<file path="src/rtl/poly_stereo_mixer_pkg.sv">
// Shared constants for the stereo mixer: pan codes, FSM state encoding and
// the accumulator sizing rule.
package poly_stereo_mixer_pkg;

  localparam logic [1:0] PAN_CENTER = 2'd0;
  localparam logic [1:0] PAN_LEFT   = 2'd1;
  localparam logic [1:0] PAN_RIGHT  = 2'd2;
  localparam logic [1:0] PAN_MUTE   = 2'd3;

  typedef enum logic [1:0] {
    ST_IDLE  = 2'd0,
    ST_ACCUM = 2'd1,
    ST_SCALE = 2'd2
  } state_t;

  // Wide enough that summing every voice at full scale cannot wrap.
  function automatic int acc_width(input int in_w, input int num_voices);
    return in_w + $clog2(num_voices) + 1;
  endfunction

endpackage

</file>
<file path="src/rtl/poly_stereo_mixer_sat_shift.sv">
// Combinational arithmetic right shift followed by saturation from the
// accumulator width down to the output width, flagging any clamp.
module sat_shift #(
  parameter int ACC_W = 19,
  parameter int OUT_W = 16
) (
  input  logic signed [ACC_W-1:0] i_acc,
  input  logic        [1:0]       i_shift,
  output logic signed [OUT_W-1:0] o_sample,
  output logic                    o_clipped
);

  // OUT_W may exceed ACC_W for a single voice, so compare in a width that
  // holds both ranges plus a sign bit.
  localparam int EXT_W = ((ACC_W > OUT_W) ? ACC_W : OUT_W) + 1;

  localparam logic signed [EXT_W-1:0] SAT_MAX =
    {{(EXT_W-OUT_W+1){1'b0}}, {(OUT_W-1){1'b1}}};
  localparam logic signed [EXT_W-1:0] SAT_MIN =
    {{(EXT_W-OUT_W+1){1'b1}}, {(OUT_W-1){1'b0}}};

  logic signed [EXT_W-1:0] w_ext;
  logic signed [EXT_W-1:0] w_shifted;

  assign w_ext     = {{(EXT_W-ACC_W){i_acc[ACC_W-1]}}, i_acc};
  assign w_shifted = w_ext >>> i_shift;

  always_comb begin
    o_sample  = w_shifted[OUT_W-1:0];
    o_clipped = 1'b0;
    if (w_shifted > SAT_MAX) begin
      o_sample  = SAT_MAX[OUT_W-1:0];
      o_clipped = 1'b1;
    end else if (w_shifted < SAT_MIN) begin
      o_sample  = SAT_MIN[OUT_W-1:0];
      o_clipped = 1'b1;
    end
  end

endmodule

</file>
<file path="src/rtl/poly_stereo_mixer.sv">
// Time-multiplexed stereo mixer: snapshots all voices on start, accumulates
// one voice per cycle under pan control, then shifts, saturates and strobes done.
module poly_stereo_mixer
  import poly_stereo_mixer_pkg::*;
#(
  parameter int NUM_VOICES = 3,
  parameter int IN_W       = 16,
  parameter int OUT_W      = 16
) (
  input  logic                         clk,
  input  logic                         reset,
  input  logic                         start,
  input  logic [NUM_VOICES*IN_W-1:0]   voice_samples,
  input  logic [2*NUM_VOICES-1:0]      voice_pan,
  input  logic [1:0]                   master_shift,
  input  logic                         clip_clear,
  output logic                         busy,
  output logic                         done,
  output logic signed [OUT_W-1:0]      sample_left,
  output logic signed [OUT_W-1:0]      sample_right,
  output logic                         clip,
  output logic                         overrun
);

  localparam int ACC_W = acc_width(IN_W, NUM_VOICES);
  localparam int IDX_W = (NUM_VOICES > 1) ? $clog2(NUM_VOICES) : 1;
  localparam logic [IDX_W-1:0] LAST_IDX = IDX_W'(NUM_VOICES - 1);

  state_t                      r_state;
  logic [IDX_W-1:0]            r_idx;
  logic [NUM_VOICES*IN_W-1:0]  r_samples;
  logic [2*NUM_VOICES-1:0]     r_pans;
  logic signed [ACC_W-1:0]     r_acc_l;
  logic signed [ACC_W-1:0]     r_acc_r;
  logic signed [OUT_W-1:0]     r_left;
  logic signed [OUT_W-1:0]     r_right;
  logic                        r_done;
  logic                        r_clip;
  logic                        r_overrun;

  logic signed [IN_W-1:0]      w_voice;
  logic signed [ACC_W-1:0]     w_voice_ext;
  logic [1:0]                  w_pan;
  logic                        w_add_l;
  logic                        w_add_r;
  logic                        w_busy;
  logic signed [OUT_W-1:0]     w_sat_l;
  logic signed [OUT_W-1:0]     w_sat_r;
  logic                        w_clip_l;
  logic                        w_clip_r;

  assign w_voice     = r_samples[r_idx*IN_W +: IN_W];
  assign w_pan       = r_pans[r_idx*2 +: 2];
  assign w_voice_ext = {{(ACC_W-IN_W){w_voice[IN_W-1]}}, w_voice};
  assign w_add_l     = (w_pan == PAN_CENTER) || (w_pan == PAN_LEFT);
  assign w_add_r     = (w_pan == PAN_CENTER) || (w_pan == PAN_RIGHT);
  assign w_busy      = (r_state != ST_IDLE);

  sat_shift #(.ACC_W(ACC_W), .OUT_W(OUT_W)) u_sat_l (
    .i_acc     (r_acc_l),
    .i_shift   (master_shift),
    .o_sample  (w_sat_l),
    .o_clipped (w_clip_l)
  );

  sat_shift #(.ACC_W(ACC_W), .OUT_W(OUT_W)) u_sat_r (
    .i_acc     (r_acc_r),
    .i_shift   (master_shift),
    .o_sample  (w_sat_r),
    .o_clipped (w_clip_r)
  );

  always_ff @(posedge clk) begin
    if (reset) begin
      r_state   <= ST_IDLE;
      r_idx     <= '0;
      r_samples <= '0;
      r_pans    <= '0;
      r_acc_l   <= '0;
      r_acc_r   <= '0;
      r_left    <= '0;
      r_right   <= '0;
      r_done    <= 1'b0;
      r_clip    <= 1'b0;
      r_overrun <= 1'b0;
    end else begin
      r_done <= 1'b0;
      case (r_state)
        ST_IDLE: begin
          if (start) begin
            r_samples <= voice_samples;
            r_pans    <= voice_pan;
            r_acc_l   <= '0;
            r_acc_r   <= '0;
            r_idx     <= '0;
            r_state   <= ST_ACCUM;
          end
        end
        ST_ACCUM: begin
          if (w_add_l) r_acc_l <= r_acc_l + w_voice_ext;
          if (w_add_r) r_acc_r <= r_acc_r + w_voice_ext;
          if (r_idx == LAST_IDX) r_state <= ST_SCALE;
          else                   r_idx   <= r_idx + 1'b1;
        end
        ST_SCALE: begin
          r_left  <= w_sat_l;
          r_right <= w_sat_r;
          r_done  <= 1'b1;
          r_state <= ST_IDLE;
        end
        default: r_state <= ST_IDLE;
      endcase

      // Clear wins over a same-cycle set on both sticky flags.
      if (clip_clear)
        r_clip <= 1'b0;
      else if ((r_state == ST_SCALE) && (w_clip_l || w_clip_r))
        r_clip <= 1'b1;

      if (clip_clear)
        r_overrun <= 1'b0;
      else if (start && w_busy)
        r_overrun <= 1'b1;
    end
  end

  assign busy         = w_busy;
  assign done         = r_done;
  assign sample_left  = r_left;
  assign sample_right = r_right;
  assign clip         = r_clip;
  assign overrun      = r_overrun;

endmodule

</file>
<file path="config.mk">
export PLATFORM = sky130hd
export DESIGN_NAME = poly_stereo_mixer
export DESIGN_NICKNAME = d
export VERILOG_FILES = /design/src/rtl/poly_stereo_mixer_pkg.sv /design/src/rtl/poly_stereo_mixer_sat_shift.sv /design/src/rtl/poly_stereo_mixer.sv
export SDC_FILE = /design/constraint.sdc
export NUM_CORES = 1
export LEC_CHECK = 0
export CAP_MARGIN = 20
export CELL_PAD_IN_SITES_DETAIL_PLACEMENT = 1
export CELL_PAD_IN_SITES_GLOBAL_PLACEMENT = 2
export CORE_MARGIN = 4
export CORE_UTILIZATION = 33
export DETAILED_ROUTE_END_ITERATION = 6
export PLACE_DENSITY_LB_ADDON = 0.1
export SLEW_MARGIN = 20
export SYNTH_ARGS = -nofsm -noshare
export SYNTH_HDL_FRONTEND = slang
export SYNTH_SLANG_ARGS = --single-unit
</file>
<file path="constraint.sdc">
create_clock -name clk -period 4.25 [get_ports clk]
set_input_delay 1.275 -clock clk [delete_from_list [all_inputs] [get_ports clk]]
set_output_delay 1.275 -clock clk [all_outputs]
set_load 0.02 [all_outputs]
</file>
* Word level (Yosys, flattened, before mapping) *
Cells that the tools add are included.

storage, ports and cells
  register bits = 131
  input port bits = 60
  output and inout bits = 36
  logic and storage cells = 67

cells by class
  add/sub/neg operators = 3
  magnitude comparators = 4
  eq/ne operators = 10
  shift-type cells = 4
  muxes and demuxes = 20
  reductions and logical operators = 15

operator list
  kind                    number
  $pmux W19 S2            2
  $mux W16                4
  $mux W19                3
  $shiftx A48 B7 Y16      1
  $gt A20 B16 Y1 const B  2
  $lt A20 B16 Y1 const B  2
  $sshr A19 B2 Y20        2
  $add A19 B16 Y19        2
  $ne A2 B2 Y1 const B    5
  $reduce_and A3 Y1       3
  $mux W2                 4
  $pmux W2 S2             2
  $eq A2 B2 Y1 const B    3
  $shiftx A6 B4 Y2        1
  $mux W1                 5
  $eq A2 B1 Y1 const B    2
  $logic_not A2 Y1        2
  $reduce_and A2 Y1       2
  $reduce_bool A2 Y1      2
  $logic_or A1 B1 Y1      3
  $add A2 B1 Y2 const B   1
  $logic_and A1 B1 Y1     2
  $reduce_or A2 Y1        1

* Longest topological paths before layout *
Gate-level depths: netlist of the first run.

  depth in word-level cells = 6
  gate-level depth with buffers = 14
  gate-level depth less buffers = 12

* Modules after synthesis *
From an unflattened synthesis of the first run, not the netlist that was laid out.

second synthesis, totals
  cell total of the unflattened synthesis = 971
  area, all modules = 7843.8 µm²

modules (own cells, without submodules)
  module             instances  cells each  area an instance (µm²)  seq. area each (µm²)
  poly_stereo_mixer  1          841         6660.1                  2622.5
  sat_shift          2          65          591.8                   0.0

* Worst setup path before layout of the first run *
OpenSTA, ideal clock, no wires.

  path type = register to register
  from = reg r_idx[1]
  to = reg r_acc_r[11]
  setup time = 0.117 ns
  arrival time = 3.061 ns
  required time = 4.133 ns
  setup slack = 1.072 ns
  stages on the path, launching flop included = 13
  path buffers = 2
  clock period less this slack = 3.178 ns
  cells stage by stage = dfxtp_1 -> buf_4 -> buf_1 -> mux2i_1 -> o21ai_0 -> ha_1 -> a21o_1 -> a21o_1 -> a21oi_1 -> nor2b_1 -> o31a_1 -> or3_1 -> a32o_1

between the ends
  word-level cells in the longest chain between the ends = 5
  elaborated cells on any way between the ends = 10
  classes of those cells = 1 x add/sub; 2 x eq/ne; 2 x shift; 2 x mux; 3 x reduce/logical

RTL lines
  what                                                      line                      source
  start: declaration                                        poly_stereo_mixer.sv:30   logic [IDX_W-1:0] r_idx;
  start signal: assignment                                  poly_stereo_mixer.sv:103  else r_idx <= r_idx + 1'b1;
  branches (longest 5 deep; another with $add A19 B16 Y19)  n/a
  end signal: assignment                                    poly_stereo_mixer.sv:101  if (w_add_r) r_acc_r <= r_acc_r + w_voice_ext;
  end: declaration                                          poly_stereo_mixer.sv:34   logic signed [ACC_W-1:0] r_acc_r;

Several ways; the timed one is not identified. The select of a mux whose other input is x is not followed.
A chain may end at the register's enable or synchronous reset.

* Worst setup path after layout of the first run *
  from = reg r_idx[1]
  to = reg r_acc_r[15]

Same word-level chain as after synthesis.

==> results of run 1 <==
metrics by stage:
step | instances | instance area (um2) | hold WS [ns]
after detailed placement | 1231 | 8620 | 0.448
after global placement | 1231 | 8620 | 0.445
after global routing | 1263 | 9200 | 0.468
after floorplan | 897 | 7430 | 0.433
after CTS | 1263 | 9200 | 0.457
final | 1263 | 9200 | 0.458
routing by layer:
layer | global-route usage, % | vias to the layer above | part of all wire, %
met2 | 31.8 | 154 | 47
met3 | 4.07 | 32 | 4.4
met4 | 6.01 | 0 | 2.0
li1 | - | 3368 | -
met5 | 0 | - | 0
met1 | 23.8 | 3263 | 46
state kept, by name (all words and copies together), names as in the netlist:
signal,flops
r_samples,48
r_acc_l,19
r_acc_r,19
sample_left,16
sample_right,16
r_pans,6
r_idx,2
r_state,2
clip,1
done,1
overrun,1
critical path, cell delays in order (launching register included):
cell and delay (ns):
dfxtp_1 0.49, buf_4 0.30, mux2i_1 0.10, o21ai_0 0.63, ha_1 0.31, and3_1 0.25, nand2_1 0.14, nor4_1 0.57
o21a_1 0.22, o21ai_0 0.08, a32o_1 0.27
power breakdown:
part	internal, mW	switching, mW	total [mW]
Clock	0.819	0.610	1.43
Combinational	0.192	0.265	0.457
Sequential	1.28	0.0447	1.32
cells in the final DEF, fill, tap and decap left out, types with 5 or more instances in the layout:
| cell | instances |
|---|---|
| xnor2_1 | 13 |
| buf_4 | 18 |
| mux2i_1 | 17 |
| a22o_1 | 8 |
| a31oi_1 | 8 |
| nand2_1 | 165 |
| nand3_1 | 14 |
| o21ai_0 | 43 |
| dfxtp_1 | 131 |
| clkbuf_16 | 17 |
| a21o_1 | 17 |
| inv_1 | 7 |
| a211oi_1 | 7 |
| mux4_2 | 30 |
| and3_1 | 5 |
| nor2_1 | 74 |
| nand4_1 | 6 |
| or3_1 | 5 |
| xor2_1 | 11 |
| nor3b_1 | 5 |
| nor3_1 | 42 |
| clkdlybuf4s50_1 | 93 |
| nand2b_1 | 5 |
| o21a_1 | 10 |
| a21oi_1 | 127 |
| ha_1 | 37 |
| inv_6 | 6 |
final timing paths:
kind | startpoint | to | slack (ns) | cells past startpoint
hold reg to reg | r_samples[21] | r_samples[21] | 0.46 | 2
hold / removal | r_samples[21] | r_samples[21] | 0.46 | 2
setup reg to reg | r_idx[1] | r_acc_r[15] | 0.78 | 10
setup / recovery | r_idx[1] | r_acc_r[15] | 0.78 | 10
cell type report:
class	instances	area share [%]
Multi-Input combinational cell	701	49.5
Timing Repair Buffer	112	11.6
Clock inverter	15	1.59
Inverter	7	0.286
Sequential cell	131	28.5
Tap cell	280	3.81
Clock buffer	17	4.63
cells by family after synthesis:
family,after synthesis
flip-flops,131
AO/OA/AOI/OAI,254
buffers and inverters,65
XOR/XNOR,24
AND/OR/NAND/NOR,336
adder cells (fa/ha/maj),39
multiplexers,48
==> flow_metrics.py, run 1 <==
metrics = {
    "sta": {
        "slew_violations": 0,
        "tightest_slew_ns": 0.987,
        "maxSlewHeadroom_pct": 34.0,
        "fmax_mhz": 288,
        "setup_viol": 0,
        "rsz0062_at_grt": "no",
        "finalHoldViolations": 0,
        "finalCritPeriodShare_pct": 81.7,
        "fin_ws_ns": 0.777,
        "finalSetupTns_ns": 0,
        "fin_worst_skew_ns": 0.0109,
        "min_period_ns": 3.47,
    },
    "worst_setup_path": {
        "endpoint_kind": "register",
        "cp-start-kind": "register",
        "crit_type": "reg2reg",
        "path_max_fanout": 11,
        "worstPathArrival_ns": 3.79,
        "cp_data_required_time_ns": 4.56,
    },
    "worst_hold_path": {
        "hp-class": "reg2reg",
    },
    "grt": {
        "gr-usage-all-layers_pct": 18.8,
        "grt_pass1_wl_mm": 37.5,
        "grt_pass1_vias": 7249,
        "antenna_found_initial": 0,
        "overflow": 0,
        "grt_max_degree": 79,
    },
    "yosys": {
        "yosys_warnings": 0,
        "synth_edf_count": 0,
        "synth-xor-area-share_pct": 2.83,
        "synthTopCellsByArea": "dfxtp_1 35%, mux4_2 9.1%, a21oi_1 8.6%",
        "synth-async-reset-ratio_pct": 0,
        "yosysMostFrequentCell": "nand2_1",
        "yosys_most_used_dff": "dfxtp_1",
        "syn_area_um2": 7430,
        "syn_avg_cell_area_um2": 8.28,
        "synth-simple-area-share_pct": 19.4,
        "ys_top_cells_by_count": "166 x nand2_1, 131 x dfxtp_1, 127 x a21oi_1, 74 x nor2_1, 44 x clkbuf_1",
        "synth_top_family_by_area": "compound AO/OA/AOI/OAI gates",
        "ys_ff_latch": 131,
        "synthAdderAreaFrac_pct": 6.77,
        "synth_fp_nets": 996,
        "yosysSeqAreaShare_pct": 35.3,
        "synth_compound_area_share_pct": 20.7,
        "synthMuxAreaShare_pct": 11.5,
        "netlist_instances": 897,
        "synth_top_area_cell": "dfxtp_1",
        "yosys.area.top_type_share_pct": 35.3,
        "yosys.cell_types.count": 57,
    },
    "floorplan": {
        "design.core.area_um2": 22000,
        "die_height_um": 158,
        "core.rowCount": 54,
        "die_w_um": 158,
        "initial_core_util_pct": 33.8,
        "io_pins": 96,
        "fp.dieArea_um2": 25000,
    },
    "routing": {
        "firstDrtPassIters": 4,
        "remaining_drc_errors": 0,
        "wire_per_inst_um": 18.1,
        "drt-total-wl_mm": 22.9,
        "drtIter0Drc": 293,
        "ant_nets": 0,
        "viasPerCell": 5.40,
        "vias": 6817,
    },
    "clocking": {
        "clock-root-buffer": "clkbuf_16",
        "clock-sinks": 131,
        "cts.repair.resized": 0,
        "clk_latency_ns": 0.43,
        "ctsHoldBuffers": 0,
        "clk_path_buf_depth": 2,
        "cts_setup_buffers": 0,
        "htree_levels": 4,
        "cts_tree": "built",
        "numCtsBuffers": 17,
        "path_clk_slew_ns": 0.06,
    },
    "layout": {
        "n_fill_cell": 2600,
        "fin_nets": 1069,
        "num_antenna_cells": 0,
        "multi_input_area_um2": 4550,
        "area_growth_pct": 23.8,
        "seq_area_um2": 2620,
        "fin_util_pct": 41.9,
        "drive_gt1_share_pct": 9.16,
    },
    "power_and_ir_drop": {
        "p_leak_nw": 3.55,
        "pwr_density_cell_nw_per_um2": 349,
        "vdd.ir_drop.worst_mv": 0.190,
        "p_total_mw": 3.21,
    },
    "run_status": {
        "status": "finished, final reports clean",
    },
    "run": {
        "cap_violations": 0,
    },
    "place": {
        "hpwl_mm": 17.6,
        "port_buffers": 95,
        "place_ws_ns": 0.722,
        "place.gp.congestion": 0.857,
    },
}
Note: power is estimated with default switching activity, not from simulation.
==> run 2: changes to the inputs <==
==> constraint.sdc (replaced) <==
create_clock -name clk -period 3.6 [get_ports clk]
set_input_delay 1.08 -clock clk [delete_from_list [all_inputs] [get_ports clk]]
set_output_delay 1.08 -clock clk [all_outputs]
set_load 0.02 [all_outputs]
==> flow_metrics.py, run 2 (same netlist as run 1, synthesis figures left out) <==
metrics = {
    "sta": {
        "setup_viol": 0,
        "fmax_mhz": 307,
        "rsz0062_at_grt": "no",
        "finalHoldViolations": 0,
        "whs_ns": 0.455,
        "fin_worst_skew_ns": 0.00727,
        "slew_violations": 0,
        "min_period_ns": 3.26,
        "finalCritPeriodShare_pct": 90.6,
        "maxSlewHeadroom_pct": 47.4,
        "tightest_slew_ns": 0.781,
        "finalSetupTns_ns": 0,
    },
    "run_status": {
        "status": "finished, final reports clean",
    },
    "grt": {
        "overflow": 0,
        "grt_pass1_wl_mm": 37.2,
        "gr-usage-all-layers_pct": 18.6,
        "antenna_found_initial": 0,
        "grt_max_degree": 50,
        "grt_pass1_vias": 7230,
    },
    "worst_setup_path": {
        "critical-path-slowest-cell": "dfxtp_2",
        "r2r-start": "r_idx[1]",
        "path_max_fanout": 8,
        "crit_path_max_incr_delay_ns": 0.47,
        "crit_type": "reg2reg",
        "crit_chain": "mux2i_1 > o21ai_0 > ha_1 > fa_1 > a21oi_1 > a2bb2oi_1 > a21oi_1 > or3_1 > a31oi_1 > xnor2_1 > a22o_1",
        "r2r_cells": 11,
        "cp-start-kind": "register",
        "cp_data_required_time_ns": 3.91,
        "endpoint_kind": "register",
        "worstPathArrival_ns": 3.57,
        "r2r_end": "r_acc_l[16]",
        "crit_path_frequent_cell": "a21oi_1",
        "r2r_slack_ns": 0.34,
    },
    "layout": {
        "layout_commonest_cell": "nand2_1",
        "reg_top3": "r_samples: 48 flops, r_acc_l: 19 flops, r_acc_r: 19 flops",
        "fin_util_pct": 42.8,
        "drive_gt1_share_pct": 10.4,
        "largest_register": "r_samples",
        "fin_nets": 1080,
        "largest_reg_flops": 48,
        "num_antenna_cells": 0,
        "area_growth_pct": 26.5,
        "layout_common_cells": "165 x nand2_1, 130 x dfxtp_1, 127 x a21oi_1",
    },
    "clocking": {
        "ctsHoldBuffers": 0,
        "clk_path_buf_depth": 2,
        "path_clk_slew_ns": 0.06,
        "htree_levels": 4,
        "clock-root-buffer": "clkbuf_16",
        "cts_setup_buffers": 0,
        "clk_latency_ns": 0.42,
        "numCtsBuffers": 17,
        "cts_tree": "built",
        "clock-sinks": 131,
    },
    "place": {
        "place.gp.congestion": 0.841,
        "hpwl_mm": 17.3,
        "port_buffers": 95,
    },
    "routing": {
        "vias": 6856,
        "firstDrtPassIters": 4,
        "viasPerCell": 5.38,
        "drt-total-wl_mm": 22.6,
        "ant_nets": 0,
        "remaining_drc_errors": 0,
        "drtIter0Drc": 262,
        "wire_per_inst_um": 17.7,
    },
    "floorplan": {
        "die_w_um": 158,
        "initial_core_util_pct": 33.8,
        "io_pins": 96,
        "design.core.area_um2": 22000,
        "fp.dieArea_um2": 25000,
        "die_height_um": 158,
        "core.rowCount": 54,
    },
    "power_and_ir_drop": {
        "pwr_density_cell_nw_per_um2": 430,
        "vdd.ir_drop.worst_mv": 0.296,
        "p_leak_nw": 3.66,
        "p_total_mw": 4.04,
    },
    "worst_hold_path": {
        "hold_path_end": "r_samples[5]",
        "hp-class": "reg2reg",
        "min_from": "r_samples[5]",
        "whs_path_depth": 2,
    },
    "run": {
        "cap_violations": 0,
    },
}
-- run 2: changes by cell type in the layout (fill, tap and decap cells not counted), sizes merged --
| cell | delta |
|---|---|
| clkinvlp | -2 |
| buf | +11 |
| inv | -6 |
| bufinv | +4 |
| clkbuf | +2 |
| clkinv | +2 |
-- run 2: repair_timing --
action	CTS	global route
endpoints found under the hold margin	0	0
resized for setup	0	4
setup endpoints to repair	0	6
-- run 2: power by group --
part           switching, mW  internal (mW)  leakage [nW]
registers             0.0531           1.51          1.07
clock network          0.674           1.25         0.313
logic                  0.317          0.242          2.28
total                   1.04           3.00          3.66
-- run 2: how the worst max path moves through the flow --
stage | start | endpoint | slack, ns | cells after the start
2_1_floorplan | r_idx[1] | r_acc_r[11] | 0.42 | 12
3_3_place_gp | r_idx[1] | r_acc_r[11] | 0.21 | 10
3_5_place_dp | r_idx[1] | r_acc_r[15] | 0.1 | 10
4_1_cts | r_idx[1] | r_acc_r[15] | 0.09 | 10
5_1_grt | r_idx[0] | r_acc_l[16] | 0.05 | 12
6_report | r_idx[1] | r_acc_l[16] | 0.34 | 11
-- run 2: layout make-up --
class	instances	area, um2
repair buffers	123	1180
inverters	7	26.3
clock inverters	13	206
multi-input cells	701	4560
flip-flops and latches	131	2620
well taps	280	350
fillers	2597	12600
clock buffers	19	443
-- run 2: metrics by stage --
| stage | area, um2 | instances | setup WS [ns] |
|---|---|---|---|
| after CTS | 9380 | 1274 | 0.0855 |
| after floorplan | 7430 | 897 | 0.422 |
| after global placement | 8730 | 1242 | 0.208 |
| after detailed placement | 8730 | 1242 | 0.0983 |
| after global routing | 9390 | 1274 | 0.0537 |
| final | 9390 | 1274 | 0.340 |
-- run 2: critical path: cells and delay by family, from the launching register on --
| family | cells | cell delay (ns) |
|---|---|---|
| flip-flops | 1 | 0.47 |
| AND/OR/NAND/NOR | 1 | 0.40 |
| multiplexers | 1 | 0.24 |
| XOR/XNOR | 1 | 0.10 |
| AO/OA/AOI/OAI | 6 | 1.27 |
| adder cells (fa/ha/maj) | 2 | 0.66 |
-- run 2: routing by layer --
metal  vias to the layer above  global-route usage, %  wire length (um)
li1                       3395                      -                 -
met1                      3278                   25.0             10900
met2                       142                   29.2              9850
met3                        41                   2.68               781
met4                         0                   9.34              1010
met5                         -                      0                 0
